--- config.mk ---
export PLATFORM = sky130hd
export DESIGN_NAME = uart_tx
export DESIGN_NICKNAME = d
export VERILOG_FILES = /design/src/rtl/uart_pkg.sv /design/src/rtl/uart_baud_cnt.sv /design/src/rtl/uart_tx.sv
export SDC_FILE = /design/constraint.sdc
export NUM_CORES = 1
export LEC_CHECK = 0
export CORE_ASPECT_RATIO = 0.7
export CORE_MARGIN = 2
export CORE_UTILIZATION = 58
export CTS_CLUSTER_DIAMETER = 200
export DETAILED_ROUTE_END_ITERATION = 6
export GPL_TIMING_DRIVEN = 0
export PLACE_DENSITY = 0.88
export SKIP_LAST_GASP = 1
export SYNTH_ARGS = -nofsm -noshare
export SYNTH_HDL_FRONTEND = slang
export SYNTH_SLANG_ARGS = --single-unit
--- constraint.sdc ---
create_clock -name clk -period 5.9 [get_ports clk]
set_clock_uncertainty 0.2 [all_clocks]
set_input_delay 1.18 -clock clk [delete_from_list [all_inputs] [get_ports clk]]
set_output_delay 1.18 -clock clk [all_outputs]
set_load 0.005 [all_outputs]
--- src/rtl/uart_pkg.sv ---
// uart_pkg: shared definitions for the UART transmitter and receiver.
//   - default clock frequency and baud rate
//   - calc_cpb(): clocks per serial bit (integer division, truncating)
//   - uart_state_t: FSM encoding shared by uart_tx and uart_rx
//   - frame constants: start bit level, stop bit level, data bits per frame
package uart_pkg;

  localparam int DEFAULT_CLK_FREQ  = 50_000_000;
  localparam int DEFAULT_BAUD_RATE = 9600;

  localparam logic START_BIT = 1'b0;
  localparam logic STOP_BIT  = 1'b1;
  localparam int   DATA_BITS = 8;

  typedef enum logic [1:0] {
    IDLE  = 2'd0,
    START = 2'd1,
    DATA  = 2'd2,
    STOP  = 2'd3
  } uart_state_t;

  function automatic int calc_cpb(input int clk_freq, input int baud_rate);
    return clk_freq / baud_rate;
  endfunction

endpackage

--- src/rtl/uart_baud_cnt.sv ---
// uart_baud_cnt: bit-period counter. Counts 0..CPB-1 and wraps.
//   clk     in   system clock
//   rst     in   synchronous active-high reset (count -> 0)
//   clr     in   synchronous clear (count -> 0)
//   bit_end out  high during the last clock of a bit period (count == CPB-1)
//   pre_end out  high one clock before bit_end (count == CPB-2); lets the
//                owner register a flag that lines up with bit_end
// CPB must be at least 2.
module uart_baud_cnt #(
  parameter int CPB = 5208
) (
  input  logic clk,
  input  logic rst,
  input  logic clr,
  output logic bit_end,
  output logic pre_end
);

  localparam int CW = (CPB > 1) ? $clog2(CPB) : 1;
  localparam logic [CW-1:0] LAST = CW'(CPB - 1);
  localparam logic [CW-1:0] PRE  = CW'(CPB - 2);

  logic [CW-1:0] cnt_reg;

  always_ff @(posedge clk) begin
    if (rst || clr) begin
      cnt_reg <= '0;
    end else if (cnt_reg == LAST) begin
      cnt_reg <= '0;
    end else begin
      cnt_reg <= cnt_reg + CW'(1);
    end
  end

  assign bit_end = (cnt_reg == LAST);
  assign pre_end = (cnt_reg == PRE);

endmodule

--- src/rtl/uart_tx.sv ---
// uart_tx: 8N1 UART transmitter with a one-byte holding register.
//   clk      in   system clock, rising edge
//   rst      in   synchronous active-high reset
//   d_in     in   byte to send, sampled when valid_in && ready
//   valid_in in   send request
//   ready    out  holding register empty
//   tx       out  registered serial line, idle high
//   busy     out  FSM not in IDLE
//   done     out  high during the final clock of each stop bit
// The holding register lets the next byte be queued while a frame shifts,
// so a queued byte starts on the very edge the previous stop bit ends.
module uart_tx
  import uart_pkg::*;
#(
  parameter int CLK_FREQ  = DEFAULT_CLK_FREQ,
  parameter int BAUD_RATE = DEFAULT_BAUD_RATE
) (
  input  logic       clk,
  input  logic       rst,
  input  logic [7:0] d_in,
  input  logic       valid_in,
  output logic       ready,
  output logic       tx,
  output logic       busy,
  output logic       done
);

  localparam int CPB = calc_cpb(CLK_FREQ, BAUD_RATE);
  localparam logic [2:0] LAST_IDX = 3'(DATA_BITS - 1);

  uart_state_t state_reg;
  logic [7:0]  hold_reg;
  logic [7:0]  shift_reg;
  logic        hold_full_reg;
  logic [2:0]  bit_idx_reg;
  logic [2:0]  bit_idx_next;
  logic        tx_reg;
  logic        done_reg;
  logic        bit_end;
  logic        pre_end;
  logic        baud_clr;
  logic        accept;

  // Holding the counter clear in IDLE means it restarts at 0 on the edge
  // that enters START from IDLE; back-to-back frames just keep wrapping.
  assign baud_clr     = (state_reg == IDLE);
  assign accept       = valid_in && !hold_full_reg;
  assign bit_idx_next = bit_idx_reg + 3'd1;

  uart_baud_cnt #(
    .CPB(CPB)
  ) u_baud (
    .clk    (clk),
    .rst    (rst),
    .clr    (baud_clr),
    .bit_end(bit_end),
    .pre_end(pre_end)
  );

  always_ff @(posedge clk) begin
    if (rst) begin
      state_reg     <= IDLE;
      hold_reg      <= '0;
      shift_reg     <= '0;
      hold_full_reg <= 1'b0;
      bit_idx_reg   <= '0;
      tx_reg        <= STOP_BIT;
      done_reg      <= 1'b0;
    end else begin
      // The counter reads CPB-2 one clock before the stop bit's last clock,
      // so setting done here makes it coincide with that last clock.
      done_reg <= (state_reg == STOP) && pre_end;

      case (state_reg)
        IDLE: begin
          tx_reg <= STOP_BIT;
          if (hold_full_reg) begin
            shift_reg     <= hold_reg;
            hold_full_reg <= 1'b0;
            state_reg     <= START;
            tx_reg        <= START_BIT;
          end
        end
        START: begin
          if (bit_end) begin
            state_reg   <= DATA;
            bit_idx_reg <= '0;
            tx_reg      <= shift_reg[0];
          end
        end
        DATA: begin
          if (bit_end) begin
            if (bit_idx_reg == LAST_IDX) begin
              state_reg <= STOP;
              tx_reg    <= STOP_BIT;
            end else begin
              bit_idx_reg <= bit_idx_next;
              tx_reg      <= shift_reg[bit_idx_next];
            end
          end
        end
        STOP: begin
          if (bit_end) begin
            if (hold_full_reg) begin
              shift_reg     <= hold_reg;
              hold_full_reg <= 1'b0;
              state_reg     <= START;
              tx_reg        <= START_BIT;
            end else begin
              state_reg <= IDLE;
              tx_reg    <= STOP_BIT;
            end
          end
        end
        default: begin
          state_reg <= IDLE;
          tx_reg    <= STOP_BIT;
        end
      endcase

      // accept requires hold empty and every load above requires hold full,
      // so the two never touch hold_full_reg on the same edge.
      if (accept) begin
        hold_reg      <= d_in;
        hold_full_reg <= 1'b1;
      end
    end
  end

  assign ready = !hold_full_reg;
  assign tx    = tx_reg;
  assign busy  = (state_reg != IDLE);
  assign done  = done_reg;

endmodule

# After elaboration in Yosys (flattened, before gate mapping)
# Index checks and enable logic that the tools add are counted.
# totals
ff_bits	37
out_inout_bits	4
word_cells	64
# op_classes
add_sub_neg	2
n_lt_le_gt_ge	1
eq_ne	13
n_mux	25
reduce_logical	15
# op_table
cell	count
equality test 13 bit, second input constant	2
2-to-1 mux 8 bit	2
case mux 8 bit (2 select lines)	1
adder 13 x 1 -> 13 bit, second input constant	1
inequality test 2 bit, second input constant	6
2-to-1 mux 2 bit	5
2-to-1 mux 1 bit	9
2-to-1 mux 3 bit	3
case mux 2 bit (4 select lines)	1
case mux 3 bit (2 select lines)	1
nonzero test 2 bit	3
AND reduction 5 bit	1
equality test 2 bit, second input constant	2
< comparator 3 x 4 -> 1 bit, second input constant	1
case mux 1 bit (4 select lines)	1
AND reduction 2 bit	2
AND reduction 4 bit	1
adder 3 x 1 -> 3 bit, second input constant	1
binary-select mux 1 bit (select 3 bit)	1
equality test 3 bit, second input constant	1
inequality test 3 bit, second input constant	1
AND reduction 3 bit	1
nonzero test 3 bit	1
equality test 2 x 1 -> 1 bit, second input constant	1
other kinds (6)	7

# Longest topological paths before layout
# logic_depth
word_depth	6
depth_mapped	7
ltp_nobuf	6

# Modules after synthesis
# A second synthesis with hierarchy kept.
# hier_totals
cells_unflattened	184
hier_area_um2	1751.7
# modules_own_cells
module	n_inst	cells_each	area_each_um2	seq_area_each_um2
uart_tx	1	112	1112.3	480.5
uart_baud_cnt	1	72	639.4	260.2

# Worst setup path before layout
# No wires, ideal clock.
# synth_timing
path_kind	register -> output
from	reg state_reg[0]
to	out busy
t_arrival_ns	0.819
required_time_ns	4.520
path_slack_ns	3.701
path_stages_with_launch	4
path_buffers	0
cell_sequence	dfxtp_1 > inv_1 > ha_1 > inv_1
# synth_between
elab_chain_cells	1
# synth_lines
item	line	rtl
from (decl)	uart_tx.sv:31	uart_state_t state_reg;
from (signal assigned)	uart_tx.sv:62	state_reg <= IDLE;
from (signal assigned)	uart_tx.sv:80	state_reg <= START;
from (signal assigned)	uart_tx.sv:86	state_reg <= DATA;
nonzero test 2 bit	uart_tx.sv:132	assign busy = (state_reg != IDLE);
to (decl)	uart_tx.sv:24	output logic busy,
# Every way passes these cells.

# Worst setup path after layout
# Ends and elaborated chain as after synthesis.

==> summary.txt <==
hold buffers post-CTS: 0
Worst Path Class, Setup: register to output port
VDD IR-drop max: 0.000177 V
CTS tree: built
via count: 1501
Die Span Y: 51.1 um
first-pass iteration count of the detailed router: 4
YS warnings: 0
GRT Total Usage: 0.227
nature of the critical path endpoint: output port
Syn-to-layout area delta: 15.8%
first-pass GRT wire length: 6250 um
clk_lat worst skew: 0.29 ns
GRT met1 Usage: 0.307
clk root buf: clkbuf_8
postcts setup bufs: 0
max reg flops: 13
clk sinks: 37
Final Util: 0.692
synthesized net count: 227
crit-path max FO: 7
Area contributors post-synth: dfxtp_1, mux2i_1, nand2b_1
Synth top area share: 0.402
die width: 71.4 um
Yosys cell types: 38
final worst path period share: 0.534
Reg2Reg Launch Point: state_reg[0]
crit path buf inv count: 3
Most common cell on crit path: inv_1
met3 GRT Util: 0.0611
final hold violations: 0
Gate power share: 0.212
met2 usage: 0.347
Mapped Avg Cell Area: 8.85 sq um
Data required, critical path: 4.52 ns
Slew Limit Fails: 0
Rel. slew slack: 0.653
gp weighted congestion: 0.825
Diodes inserted: 0
PwrDens: 291 nW/um^2
die footprint: 3650 sq um
Synth Cell Area: 1840 sq um
H-tree lvl count: 2
pre-CTS setup slack: 2.84 ns
io pins: 15
Power Internal: 0.000451 W
max-cap viol count: 0
DR WL/cell: 14.1 um
synthesized flop and latch total: 37
worst setup path startpoint: state_reg[0]
Setup crit start kind: register
Worst-Margin Slew: 0.520 ns
fin nets: 248
DP HPWL: 2680 um
Core Area: 3080 sq um
Core Rows: 17
Vias per Instance: 5.62
CTS clk-pin slew, worst paths: 0.07 ns
Sw Share: 0.272
slowest library cell on the worst path: clkdlybuf4s50_1
initial antenna violation count: 0
Crit path arrival time: 1.77 ns
antenna-violating nets left: 0
count of buffers from port buffering: 14
Max clock buf depth: 2
total negative slack: 0 ns
Residual DRC: 0
Starting Density: 0.597
pin count of the biggest net entering global routing: 12
status: completed
setup violators final: 0
clock share of power: 0.338
worst path cell trace: inv_1, ha_1, inv_1, clkdlybuf4s50_1
CTS Buf Count: 5
post-synthesis sequential area ratio: 0.402
grt peak-use layer: met2
Hold WC Path Type: register to register
ratio of cells with drive above 1 in the final layout: 0.0611
min-delay src: hold_reg[7]
Top Family by Delay on Critical Path: buffers and inverters
# fillers: 228
final WL: 3770 um
P_leak: 0.755 nW
vias in the first global route: 1359
max incr delay on CP: 0.50 ns
Syn Inst Count: 208
Psw: 0.000169 W
post-route worst setup slack: 2.75 ns
GR Overflow Total: 0
unrepaired setup endpoints after global routing: false
leading area contributor after synthesis: dfxtp_1
Fmax achieved: 318 MHz
minimum clock period: 3.15 ns
Initial DRC Count: 119
Flop pwr share: 0.450
post-cts sizing count: 0
synth_stat cells:
master,instances
a211oi_1,1
and3_1,2
nor2_1,18
buf_1,1
nand4b_1,1
a21o_2,1
a221oi_1,2
nor3_1,6
nand3_1,6
nor4_1,1
clkbuf_1,5
a2111oi_0,1
a31oi_1,1
xor2_1,3
buf_6,3
inv_1,8
nor4b_1,2
a31o_2,1
a21oi_1,15
and3b_1,1
o21ai_0,4
a211o_1,1
nor2b_1,2
a221o_1,1
and4bb_2,1
nor3b_1,1
nand2b_1,18
xnor2_1,8
nand3b_1,3
dfxtp_1,37
nand4_1,6
nand2_1,20
and4b_1,1
or3_4,1
mux2i_1,14
ha_1,8
or3_1,1
and4_1,2
per-stage QoR:
stage / total power (W) / hold slack [ns] / instances / instance area (sq um)
5_1_grt: 0.000649 / 0.271 / 267 / 2130
3_5_place_dp: 0.000413 / 0.248 / 260 / 2030
4_1_cts: 0.000621 / 0.258 / 267 / 2130
6_report: 0.000620 / 0.256 / 267 / 2130
3_3_place_gp: 0.000409 / 0.244 / 260 / 2030
2_1_floorplan: 0.000370 / 0.237 / 208 / 1840
worst min-delay path, stage by stage (launching register included):
cell and delay [ns]:
dfxtp_1 0.31, nand2_1 0.05, a21oi_1 0.05
cell usage in the layout (no fill, tap or decap), types with 2 or more instances in the layout:
cell	instances
a21oi_1	15
a221oi_1	2
and3_1	2
and4_1	2
buf_6	3
clkbuf_1	5
clkbuf_8	5
clkdlybuf4s50_1	14
dfxtp_1	37
ha_1	8
inv_1	8
mux2i_1	14
nand2_1	20
nand2b_1	18
nand3_1	6
nand3b_1	3
nand4_1	6
nor2_1	18
nor2b_1	2
nor3_1	6
nor4b_1	2
o21ai_0	4
xnor2_1	8
xor2_1	3
cells by family after synthesis:
logic type / Yosys count / share of synthesized area
simple gates: 93 / 0.275
fa+ha+maj: 8 / 0.0543
compound gates: 28 / 0.0931
xor+xnor: 11 / 0.0523
flops: 37 / 0.402
mux: 14 / 0.0761
buf+inv: 17 / 0.0469
final timing paths:
check / end / slack [ns] / cells after the start
max: busy / 2.75 / 4
min: hold_reg[7] / 0.26 / 2
max reg2reg: tx / 3.54 / 6
min reg2reg: hold_reg[7] / 0.26 / 2
metal layers:
metal	routed length [um]	vias to the layer above
li1	-	766
met1	1850	691
met2	1680	37
met3	187	7
met4	53	0
met5	0	-
cell type report:
class,instances,area (sq um),share of cell area
clock buffers,5,68.8,0.0323
inverters,8,30.0,0.0141
multi-input cells,154,1010,0.476
clock inverters,2,35.0,0.0164
repair buffers,14,140,0.0657
flip-flops and latches,37,741,0.347
well taps,38,47.5,0.0223
plain buffers,9,56.3,0.0264
power groups by stage:
stage               Combinational [W]  Sequential [W]  Clock (W)
floorplan                   0.0000893        0.000281          0
global placement             0.000125        0.000283          0
detailed placement           0.000128        0.000284          0
CTS                          0.000131        0.000279   0.000211
global route                 0.000145        0.000281   0.000223
finish                       0.000132        0.000279   0.000209
(Power assumes the default switching activity.)
